[config.mk]
export PLATFORM = sky130hd
export DESIGN_NAME = add16
export DESIGN_NICKNAME = d
export VERILOG_FILES = /design/src/rtl/add16_pkg.sv /design/src/rtl/add16_slice4.sv /design/src/rtl/add16.sv
export SDC_FILE = /design/constraint.sdc
export NUM_CORES = 1
export LEC_CHECK = 0
export CAP_MARGIN = 25
export CORE_MARGIN = 2
export CORE_UTILIZATION = 35
export DETAILED_ROUTE_END_ITERATION = 16
export PLACE_DENSITY = 0.79
export SKIP_LAST_GASP = 1
export SLEW_MARGIN = 40
export SYNTH_ARGS = -nofsm -noshare
export SYNTH_HDL_FRONTEND = slang
export SYNTH_SLANG_ARGS = --single-unit
[constraint.sdc]
create_clock -name clk -period 19.1 [get_ports clk]
set_clock_uncertainty 0.2 [all_clocks]
set_input_delay 2.865 -clock clk [delete_from_list [all_inputs] [get_ports clk]]
set_output_delay 2.865 -clock clk [all_outputs]
set_load 0.05 [all_outputs]
[src/rtl/add16_pkg.sv]
// add16_pkg: shared constants and types for the add16 datapath adder.
//   WORD_W  - operand/result width
//   SLICE_W - width of one ripple-carry slice
//   word_t  - 16-bit operand/result vector
package add16_pkg;

  localparam int unsigned WORD_W  = 16;
  localparam int unsigned SLICE_W = 4;

  typedef logic [WORD_W-1:0] word_t;

endpackage : add16_pkg

[src/rtl/add16_slice4.sv]
// add16_slice4: 4-bit ripple-carry slice built from four full adders.
// Ports:
//   a, b  - 4-bit operand nibbles
//   cin   - carry into bit 0 of the slice
//   sum   - 4-bit nibble sum
//   cout  - carry out of bit 3
//   c3    - carry into bit 3 (used for signed-overflow detection)
module add16_slice4
  import add16_pkg::*;
(
  input  logic [SLICE_W-1:0] a,
  input  logic [SLICE_W-1:0] b,
  input  logic               cin,
  output logic [SLICE_W-1:0] sum,
  output logic               cout,
  output logic               c3
);

  logic [SLICE_W:0] c;

  always_comb begin
    c    = '0;
    sum  = '0;
    c[0] = cin;
    for (int unsigned i = 0; i < SLICE_W; i++) begin
      sum[i]  = a[i] ^ b[i] ^ c[i];
      c[i+1]  = (a[i] & b[i]) | ((a[i] ^ b[i]) & c[i]);
    end
  end

  assign cout = c[SLICE_W];
  assign c3   = c[SLICE_W-1];

endmodule : add16_slice4

[src/rtl/add16.sv]
// add16: 16-bit ripple-carry adder with carry-in/carry-out and a registered
// copy of the result for pipelined consumers.
// Ports:
//   clk     - rising-edge clock for the result register
//   rst_n   - asynchronous active-low reset (clears registered outputs only)
//   en      - load enable for the result register
//   a, b    - operands
//   cin     - carry-in
//   sum     - combinational (a + b + cin) mod 2^WIDTH
//   cout    - combinational carry out of the MSB
//   sum_q   - registered sum
//   cout_q  - registered cout
// Optional (macro ADD16_FLAGS_EN):
//   zero/zero_q - sum == 0
//   neg/neg_q   - sum MSB
//   ovf/ovf_q   - signed overflow (carry into MSB xor carry out of MSB)
module add16
  import add16_pkg::*;
#(
  parameter int unsigned WIDTH = WORD_W
) (
  input  logic             clk,
  input  logic             rst_n,
  input  logic             en,
  input  logic [WIDTH-1:0] a,
  input  logic [WIDTH-1:0] b,
  input  logic             cin,
  output logic [WIDTH-1:0] sum,
  output logic             cout,
  output logic [WIDTH-1:0] sum_q,
  output logic             cout_q
`ifdef ADD16_FLAGS_EN
  ,
  output logic             zero,
  output logic             neg,
  output logic             ovf,
  output logic             zero_q,
  output logic             neg_q,
  output logic             ovf_q
`endif
);

  localparam int unsigned NSLICE = WIDTH / SLICE_W;

  logic [NSLICE:0]   carry;
  logic [NSLICE-1:0] c3;

  assign carry[0] = cin;

  for (genvar k = 0; k < NSLICE; k++) begin : g_slice
    add16_slice4 u_slice (
      .a    (a[k*SLICE_W +: SLICE_W]),
      .b    (b[k*SLICE_W +: SLICE_W]),
      .cin  (carry[k]),
      .sum  (sum[k*SLICE_W +: SLICE_W]),
      .cout (carry[k+1]),
      .c3   (c3[k])
    );
  end

  assign cout = carry[NSLICE];

  always_ff @(posedge clk or negedge rst_n) begin
    if (!rst_n) begin
      sum_q  <= '0;
      cout_q <= 1'b0;
    end else if (en) begin
      sum_q  <= sum;
      cout_q <= cout;
    end
  end

`ifdef ADD16_FLAGS_EN
  assign zero = (sum == '0);
  assign neg  = sum[WIDTH-1];
  // Carry into the MSB is the top slice's internal c3.
  assign ovf  = c3[NSLICE-1] ^ carry[NSLICE];

  always_ff @(posedge clk or negedge rst_n) begin
    if (!rst_n) begin
      zero_q <= 1'b0;
      neg_q  <= 1'b0;
      ovf_q  <= 1'b0;
    end else if (en) begin
      zero_q <= zero;
      neg_q  <= neg;
      ovf_q  <= ovf;
    end
  end
`else
  // Without flags the per-slice c3 taps have no consumer.
  logic unused_c3;
  assign unused_c3 = ^c3;
`endif

endmodule : add16

==> flow_summary.json, run 1 <==
{
  "synth_edf_count": 0,
  "wirelength_microns": 2470,
  "synth.most_common_cell": "dfrtp_1",
  "cts_buffers": 3,
  "rsz0062_at_grt": "false",
  "rows": 19,
  "synth-seq-cells": 17,
  "netlist_instances": 62,
  "first_pass_iters": 10,
  "synth_top_family_by_area": "adder cells",
  "synthFlopType": "dfrtp_1",
  "synthTopCellsByArea": "dfrtp_1, fa_1, mux2_4",
  "synth_commonest_cells": "dfrtp_1, fa_1, inv_1, mux2_4, mux2_2",
  "antenna_cells": 0,
  "cp_cell_sequence": "clkdlybuf4s50_1 -> inv_1 -> fa_1 -> inv_1 -> fa_1 -> fa_1 -> fa_1 -> fa_1 -> fa_1 -> fa_1 -> fa_1 -> fa_1 -> fa_1 -> fa_1 -> fa_1 -> fa_1 -> fa_1 -> fa_1 -> inv_1 -> fa_1 -> inv_1 -> clkdlybuf4s50_1",
  "dieArea_sq_um": 3430,
  "crit_fanout": 2,
  "coreArea_sq_um": 2810,
  "r2r_slack_ns": 18.12,
  "setup_viol": 0,
  "required_ns": 16.03,
  "die_w_microns": 58.6,
  "regToRegEndpoint": "sum_q[9]$_DFFE_PN0P_",
  "grt_pass1_wl_microns": 4020,
  "fin_crit_sh_pct": 70.5,
  "avgViaCountPerCell": 4.66,
  "postSynth.asyncResetShare_pct": 100,
  "ff_latch_area_sq_um": 425,
  "cts_resized": 0,
  "syn_to_final_growth_pct": 68.5,
  "wl_per_cell_microns": 15.0,
  "portBuffers": 69,
  "overflow": 0,
  "crit_path_end_kind": "output port",
  "synth-simple-area-share_pct": 0,
  "period_needed_ns": 13.47,
  "grt_max_degree": 18,
  "maxSlewViolCount": 0,
  "start_util_pct": 37.2,
  "synth_fa_ha_area_share_pct": 30.7,
  "p_leak_nw": 0.763,
  "worstPathArrival_ns": 10.40,
  "hold_path_end": "sum_q[3]$_DFFE_PN0P_",
  "first_global_vias": 894,
  "rr_worst_depth": 1,
  "finalSetupTns_ns": 0,
  "synth.area.mux_share_pct": 21.9,
  "slowest_stage": "clkdlybuf4s50_1",
  "r2r-start": "sum_q[9]$_DFFE_PN0P_",
  "p_per_area_nw_per_um2": 108,
  "peakVddDrop_uv": 58.4,
  "ctsHtreeMaxLevel": 1,
  "maxCapViolations": 0,
  "num_vias": 764,
  "dpl.hpwl_microns": 2080,
  "ant_nets": 0,
  "synth_top_area_share_pct": 40.8,
  "drt_drc_violations_left": 2,
  "relSlewSlack_pct": 65.3,
  "yosysWarnings": 0,
  "post_cts_buffers": 0,
  "synth_compound_gate_area_share_pct": 0,
  "cp-startpoint": "b[0]",
  "path_clk_slew_ns": 0.10,
  "ys_types": 7,
  "cp-start-kind": "primary input",
  "drive_above_1_share_pct": 16.5,
  "fin_nets": 186,
  "pin_count": 70,
  "synth_nets": 114,
  "critPathKind": "primary input to output port",
  "fp.dieH_microns": 58.6,
  "holdWs_ns": 0.318,
  "cts_tree": "built",
  "antenna_found_initial": 0,
  "place_congestion": 0.756,
  "crit_top_cell": "fa_1",
  "ys_seq_area_share_pct": 40.8,
  "syn_avg_cell_area_sq_um": 16.8,
  "synth_area_sq_um": 1040,
  "synth_top_cell_by_area": "dfrtp_1",
  "grtUsageTotal_pct": 15.9,
  "cts_max_path_buffers": 2,
  "multiInputGateArea_sq_um": 549,
  "fmax_mhz": 74.2,
  "clkSinkCount": 17,
  "holdPathStages": 1,
  "synth_xor_area_share_pct": 0,
  "first_iter_violations": 14,
  "cts_hold_buf": 0,
  "min-delay-start": "sum_q[3]$_DFFE_PN0P_",
  "cpPeakStageDelay_ns": 0.81,
  "clk_latency_ns": 0.28,
  "final_hold_viol_count": 0,
  "cts_root_buffer": "clkbuf_4",
  "failed_checks": "design-rule violations",
  "status": "complete, but fails checks",
  "hold_class": "register to register",
  "worstMarginPinSlew_ns": 0.519,
  "fillers": 233
}
==> cells by family (layout without fill, tap and decap cells) <==
family / Yosys count / after routing
mux: 17 / 17
flops: 17 / 17
fa+ha+maj: 16 / 16
buf+inv: 12 / 83
==> cell type report <==
type / count / share of cell area, %
clock buffer: 4 / 1.49
inverter: 10 / 2.14
multi-input combinational: 33 / 31.2
sequential: 17 / 24.2
tap: 31 / 2.21
timing repair buffer: 69 / 38.7
==> sequential cells by signal, indices dropped and copies added (netlist names) <==
register  flops
sum_q        16
cout_q        1
==> metrics by stage <==
stage	total power [mW]	cells	worst slack, ns	cell area, sq um	util [%]
after global routing	0.198	164	5.35	1760	62.7
after CTS	0.191	164	5.56	1760	62.8
after global placement	0.169	160	5.65	1740	62.1
final	0.189	164	5.63	1760	62.7
after floorplan	0.131	62	6.83	1040	-
after detailed placement	0.171	160	5.57	1740	61.9
==> worst max-delay path: cells and delay by family <==
family     cells  cell delay, ns
buf+inv        6            1.49
fa+ha+maj     16            6.05
==> per-layer routing <==
metal	GRT usage, %	up-vias	wire length, microns
li1	-	335	-
met3	3.30	4	189
met2	30.5	43	1410
met5	0	-	0
met4	6.49	0	40
met1	16.7	382	829
==> worst max path at each step <==
stage               to  slack (ns)  depth (start not counted)
6_report       sum[15]        5.63                         22
5_1_grt        sum[15]        5.35                         22
4_1_cts        sum[15]        5.56                         22
3_5_place_dp   sum[15]        5.57                         22
3_3_place_gp   sum[15]        5.65                         22
2_1_floorplan  sum[15]        6.83                         20
==> where the power goes <==
part / internal [mW] / switching (mW) / total, mW
Clock: 0.00809 / 0.0114 / 0.0195
Sequential: 0.0445 / 0.00490 / 0.0495
Combinational: 0.0460 / 0.0745 / 0.120
==> placed cells by master, fill, tap and decap left out, drive strengths merged <==
cell type      count
buf                2
clkdlybuf4s50     67
inv               10
clkbuf             4
mux2              17
fa                16
dfrtp             17
(Power assumes the default switching activity.)
==> inputs of run 2 (changes only) <==
==> constraint.sdc (replaced) <==
create_clock -name clk -period 12.9 [get_ports clk]
set_clock_uncertainty 0.2 [all_clocks]
set_input_delay 1.935 -clock clk [delete_from_list [all_inputs] [get_ports clk]]
set_output_delay 1.935 -clock clk [all_outputs]
set_load 0.05 [all_outputs]
==> flow_summary.json, run 2 (synthesized netlist as in run 1, its figures left out) <==
{
  "p_per_area_nw_per_um2": 159,
  "multiInputGateArea_sq_um": 549,
  "ff_latch_area_sq_um": 425,
  "fin_nets": 186,
  "relSlewSlack_pct": 65.4,
  "slowest_stage": "clkdlybuf4s50_1",
  "stdcell_count": 164,
  "grt_max_degree": 18,
  "portBuffers": 69,
  "finalSetupTns_ns": 0,
  "first_pass_iters": 10,
  "coreArea_sq_um": 2810,
  "overflow": 0,
  "path_clk_slew_ns": 0.10,
  "grtUsageTotal_pct": 15.3,
  "fillers": 218,
  "clk_latency_ns": 0.28,
  "first_iter_violations": 8,
  "period_needed_ns": 11.59,
  "regMostFlops": "sum_q",
  "cp_cell_sequence": "clkdlybuf4s50_1 -> inv_1 -> fa_1 -> inv_1 -> fa_1 -> fa_1 -> fa_1 -> fa_1 -> fa_1 -> fa_1 -> fa_1 -> fa_1 -> fa_1 -> fa_1 -> fa_1 -> fa_1 -> fa_1 -> fa_1 -> inv_1 -> fa_1 -> inv_1 -> clkdlybuf4s50_1",
  "first_global_vias": 848,
  "rows": 19,
  "final_common_cell": "clkdlybuf4s50_1",
  "rsz0062_at_grt": "false",
  "cts_hold_buf": 0,
  "crit_top_cell": "fa_1",
  "ctsHtreeMaxLevel": 1,
  "grt_pass1_wl_microns": 3860,
  "cp-start-kind": "primary input",
  "largest_reg_flops": 16,
  "final_hold_viol_count": 0,
  "dr_wl_met2_microns": 1320,
  "highest_layer": "met4",
  "antenna_cells": 0,
  "status": "complete, but fails checks",
  "failed_checks": "design-rule violations",
  "crit_path_end_kind": "output port",
  "wl_met3_microns": 181,
  "wirelength_microns": 2370,
  "antenna_found_initial": 0,
  "largestRegisters": "sum_q (16), cout_q (1)",
  "peakVddDrop_uv": 82.4,
  "setup_viol": 0,
  "clkSinkCount": 17,
  "num_vias": 741,
  "syn_to_final_growth_pct": 68.6,
  "wl_met1_microns": 844,
  "cts_tree": "built",
  "start_util_pct": 37.2,
  "crit_fanout": 2,
  "maxSlewViolCount": 0,
  "required_ns": 10.76,
  "worstPathArrival_ns": 9.45,
  "hold_class": "register to register",
  "dieArea_sq_um": 3430,
  "layout_common_cells": "clkdlybuf4s50_1, dfrtp_1, fa_1, inv_1, mux2_4",
  "post_cts_buffers": 0,
  "maxCapViolations": 0,
  "critPathKind": "primary input to output port",
  "pin_count": 70,
  "place_congestion": 0.768,
  "drt_drc_violations_left": 2,
  "place_inst": 160,
  "dpl.hpwl_microns": 2010,
  "cts_max_path_buffers": 2,
  "worstMarginPinSlew_ns": 0.518,
  "p_leak_nw": 0.766,
  "avgViaCountPerCell": 4.52,
  "cts_resized": 0,
  "ant_nets": 0,
  "die_w_microns": 58.6,
  "fin_crit_sh_pct": 89.8,
  "drive_above_1_share_pct": 17.3,
  "cts_buffers": 3,
  "fmax_mhz": 86.3,
  "fp.dieH_microns": 58.6,
  "wl_per_cell_microns": 14.4,
  "cts_root_buffer": "clkbuf_4",
  "cpPeakStageDelay_ns": 0.81
}
run 2: cell types whose count changed in the layout (fill, tap and decap cells not counted):
cell,change
clkbuf_1,-1
clkinv_2,+1
run 2: metal layers:
metal	up-vias	GRT usage, %
met4	0	7.79
met1	364	18.0
met5	-	0
met2	37	27.1
li1	338	-
met3	2	2.42
run 2: worst paths after layout:
check	from	end	slack, ns	depth (start not counted)
worst min-delay path	sum_q[4]$_DFFE_PN0P_	sum_q[4]$_DFFE_PN0P_	0.32	1
worst min register to register	sum_q[4]$_DFFE_PN0P_	sum_q[4]$_DFFE_PN0P_	0.32	1
worst max register to register	sum_q[14]$_DFFE_PN0P_	sum_q[14]$_DFFE_PN0P_	11.92	1
worst max-delay path	a[0]	sum[15]	1.31	22
max in group asynchronous	rst_n	sum_q[5]$_DFFE_PN0P_	10.87	1
min in group asynchronous	rst_n	sum_q[2]$_DFFE_PN0P_	1.36	1
run 2: critical path, delay by kind of cell:
kind / cells / cell delay, ns
fa+ha+maj: 16 / 6.03
buf+inv: 6 / 1.49
run 2: area by class of cell:
class | count | area share, %
repair buffers | 69 | 38.7
multi-input cells | 33 | 31.2
flip-flops and latches | 17 | 24.2
well taps | 31 | 2.20
inverters | 10 | 2.13
clock buffers | 3 | 1.28
clock inverters | 1 | 0.284
run 2: through the flow:
stage	hold slack [ns]	power, mW	util, %	setup WS (ns)	cell area [sq um]
after detailed placement	0.295	0.254	61.9	1.29	1740
final	0.316	0.280	62.7	1.31	1760
after CTS	0.319	0.284	62.9	1.27	1760
after floorplan	0.664	0.193	-	2.49	1040
after global routing	0.341	0.294	62.7	0.986	1760
after global placement	0.290	0.251	62.1	1.34	1740
run 2: report_power, final:
| part | total, mW | internal [mW] | switching [mW] | leakage (nW) |
|---|---|---|---|---|
| clock network | 0.0284 | 0.0115 | 0.0169 | 0.0177 |
| logic | 0.178 | 0.0681 | 0.110 | 0.550 |
| registers | 0.0731 | 0.0660 | 0.00712 | 0.199 |
| total | 0.280 | 0.146 | 0.134 | 0.766 |
==> RTL change 1 (config.mk and constraints of run 2) <==
Change the package constant `WORD_W` from 16 to 32.
--- a/src/rtl/add16_pkg.sv
+++ b/src/rtl/add16_pkg.sv
@@ -4,7 +4,7 @@
 //   word_t  - 16-bit operand/result vector
 package add16_pkg;
 
-  localparam int unsigned WORD_W  = 16;
+  localparam int unsigned WORD_W  = 32;
   localparam int unsigned SLICE_W = 4;
 
   typedef logic [WORD_W-1:0] word_t;
Interface: changed (resized a, b, sum and sum_q); port bits go from 70 to 134. No check against the original RTL was run, so the function may have changed too.
==> RTL change 1 against run 2 <==
  * Core utilization rose by 5.1 points
  * Cell count is 100% higher
  * Largest power group unchanged
  * Power grew 120%
  * Sequential cell count grew 16
  * Sequential share of layout area is 2.3 points lower
  * Maximum frequency decreased by 26%
  * Cell area grew 110%
  * Synthesized cell count rose by 82%
  * The flow finishes with violations (negative setup slack)
  * Wire length grew 120%
  * Synthesized area grew 96%
  * Worst setup slack got worse by 4.1 ns
  * Highest routed layer unchanged
==> RTL change 1: results <==
export IMPL_status="complete, but fails checks"
export IMPL_violations="negative setup slack"
export IMPL_buf_share=0.4008
export IMPL_routed_wl_mm=5.197
export IMPL_p_switching_uw=278.7
export IMPL_num_multi_input_gates=66
export IMPL_grt_max_degree=35
export IMPL_multi_input_area_share=0.3173
export IMPL_fill_cells=407
export IMPL_dr_pass1_iters=4
export IMPL_sh_seq_area=0.2186
export IMPL_setup_slack_ns=-2.790
export IMPL_vdd_drop_max_uv=80.32
export IMPL_ys_top_cells_by_count="dfrtp_1, fa_1, mux2_4"
export IMPL_grt_pass1_wl_mm=8.376
export IMPL_met2_usage=0.3233
export IMPL_clockRootBuffer="clkbuf_8"
export IMPL_dp_cells=316
export IMPL_routed_via_count=1438
export IMPL_syn_avg_cell_area_um2=18.14
export IMPL_p_leak_nw=1.566
export IMPL_setup_violations=13
export IMPL_finalSetupTns_ns=-16.46
export IMPL_port_buffers=133
export IMPL_clock_sinks=33
export IMPL_dp_slack_ns=-3.291
export IMPL_clock_buffers=7
export IMPL_cts_made_buffers=5
export IMPL_path_clk_slew_ns=0.07
export IMPL_syn_num_nets=213
export IMPL_placed_area_um2=3627
export IMPL_gp_congestion=0.7355
export IMPL_gr_usage_all_layers=0.1749
[RTL change 1: layer usage]
metal | routed length (um) | up-vias
li1 | - | 648
met1 | 1852 | 711
met2 | 2808 | 73
met3 | 472 | 6
met4 | 65 | 0
met5 | 0 | -
[RTL change 1: path summary, 6_finish.rpt]
path                           start         to  slack (ns)  cells past startpoint
setup / recovery                a[0]    sum[31]       -2.79                     38
hold / removal              sum_q[6]   sum_q[6]        0.31                      1
setup reg to reg           sum_q[29]  sum_q[29]       11.92                      1
hold reg to reg             sum_q[6]   sum_q[6]        0.31                      1
max in group asynchronous      rst_n  sum_q[19]       10.80                      1
min in group asynchronous      rst_n   sum_q[0]        1.39                      1
[RTL change 1: logic make-up (layout without fill, tap and decap cells)]
kind of cell,count (synthesis),in the layout,share of synthesized area
flops,33,33,0.4029
fa+ha+maj,32,32,0.3126
simple gates,1,1,0.001830
mux,32,32,0.2271
compound gates,1,1,0.002440
buf+inv,14,157,0.05312
==> RTL change 2 (config.mk and constraints of run 2) <==
Without the edit above. Register the output `cout_q` once more, without a reset; this adds one clock of latency there. The other outputs are not delayed to match. Comments in the files are not updated.
--- a/src/rtl/add16.sv
+++ b/src/rtl/add16.sv
@@ -42,6 +42,8 @@
 
   localparam int unsigned NSLICE = WIDTH / SLICE_W;
 
+  logic cout_q_s0;
+
   logic [NSLICE:0]   carry;
   logic [NSLICE-1:0] c3;
 
@@ -63,10 +65,10 @@
   always_ff @(posedge clk or negedge rst_n) begin
     if (!rst_n) begin
       sum_q  <= '0;
-      cout_q <= 1'b0;
+      cout_q_s0 <= 1'b0;
     end else if (en) begin
       sum_q  <= sum;
-      cout_q <= cout;
+      cout_q_s0 <= cout;
     end
   end
 
@@ -93,5 +95,9 @@
   assign unused_c3 = ^c3;
 `endif
 
+  always_ff @(posedge clk) begin
+    cout_q <= cout_q_s0;
+  end
+
 endmodule : add16
 
Function: changed (Yosys sat finds a counterexample within 4 cycles, from zero or initial values and one cycle with rst_n low).
==> RTL change 2 against run 2 <==
  * The flow still finishes with violations (design-rule violations)
  * Global-route usage increased by 0.76 points
  * Synthesized area increased by 0.96%
  * Power is 2.7% higher
  * Cell area is 1.1% higher
  * Worst setup slack got worse by 0.038 ns
  * First-iteration DRC count rose by 110%
  * Wire length up 4.7%
  * Sequential cell count increased by 1
  * Largest cell class unchanged
==> RTL change 2: results <==
export IMPL_max_slew_margin=0.6535
export IMPL_hp_class="register to register"
export IMPL_gp_congestion=0.6506
export IMPL_async_flop_share=0.9444
export IMPL_p_sw_frac=0.4676
export IMPL_grt_max_degree=19
export IMPL_port_buffers=69
export IMPL_placed_area_um2=1747
export IMPL_viasPerCell=4.572
export IMPL_vdd_drop_max_uv=93.39
export IMPL_grt_pass1_vias=939
export IMPL_ys_seq_area_frac=0.4228
export IMPL_cts_resized_gates=0
export IMPL_dr_pass1_iters=9
export IMPL_cts_setup_buffers=0
export IMPL_syn_num_nets=116
export IMPL_dpl_hpwl_mm=2.082
export IMPL_synthCells=64
export IMPL_routed_wl_mm=2.480
export IMPL_arrival_ns=9.49
export IMPL_drc_errors=4
export IMPL_fin_nets=188
export IMPL_reg_largest_list="sum_q x16, cout_q x1, cout_q_s0 x1"
export IMPL_gr_usage_all_layers=0.1610
export IMPL_routed_via_count=759
export IMPL_violations="design-rule violations"
export IMPL_synth_cell_types=10
export IMPL_p_leak_nw=0.7682
export IMPL_drtIter0Drc=17
export IMPL_drive_gt1_frac=0.1630
export IMPL_dp_cells=162
export IMPL_fill_cells=232
export IMPL_max_stage_delay_ns=0.79
export IMPL_synthTopCellsByArea="dfrtp_1, fa_1, mux2_4"
export IMPL_status="complete, but fails checks"
export IMPL_ys_top_cells_by_count="dfrtp_1, fa_1, inv_1"
export IMPL_ys_warn_count=0
==> RTL change 2: worst paths after layout <==
| check | start | cells after the start | end | slack [ns] |
|---|---|---|---|---|
| max in group asynchronous | rst_n | 1 | sum_q[0] | 10.87 |
| hold / removal | cout_q_s0 | 0 | cout_q | 0.19 |
| setup / recovery | a[0] | 22 | sum[15] | 1.28 |
| hold reg to reg | cout_q_s0 | 0 | cout_q | 0.19 |
| min in group asynchronous | rst_n | 1 | sum_q[8] | 1.34 |
| setup reg to reg | sum_q[4] | 1 | sum_q[4] | 11.92 |
==> RTL change 2: routing by layer <==
metal | share of wire | vias up | global-route usage | wire, um
met5 | 0 | - | 0 | 0
met4 | 0 | 0 | 0.03896 | 0
met3 | 0.11 | 0 | 0.06374 | 279
met2 | 0.53 | 45 | 0.2857 | 1322
met1 | 0.35 | 374 | 0.1804 | 877
li1 | - | 340 | - | -
==> RTL change 2: layout make-up <==
type	count	share of cell area
Inverter	10	0.02111
Timing Repair Buffer	69	0.3828
Clock buffer	4	0.02041
Tap cell	31	0.02182
Multi-Input combinational cell	34	0.3033
Sequential cell	18	0.2505
==> RTL change 2: cell families after synthesis <==
kind of cell / Yosys count / share of synthesized area
flops: 18 / 0.4228
mux: 16 / 0.1995
fa+ha+maj: 16 / 0.3040
buf+inv: 12 / 0.06532
compound gates: 1 / 0.004746
simple gates: 1 / 0.003560
==> RTL change 2: power groups by stage <==
stage          registers [mW]  clock network (mW)  logic, mW
3_3_place_gp           0.0764                   0      0.175
6_report               0.0760              0.0356      0.176
5_1_grt                0.0779              0.0409      0.185
3_5_place_dp           0.0773                   0      0.177
2_1_floorplan           0.121                   0     0.0733
4_1_cts                0.0762              0.0367      0.178
==> RTL change 2: metrics by stage <==
step                      setup WS [ns]  utilization  hold slack (ns)
after floorplan                   2.482            -           0.1473
after global placement            1.346       0.6244           0.1606
after detailed placement          1.228       0.6227           0.1620
after CTS                         1.213       0.6356           0.1906
after global routing              1.010       0.6338           0.2172
final                             1.276       0.6338           0.1893
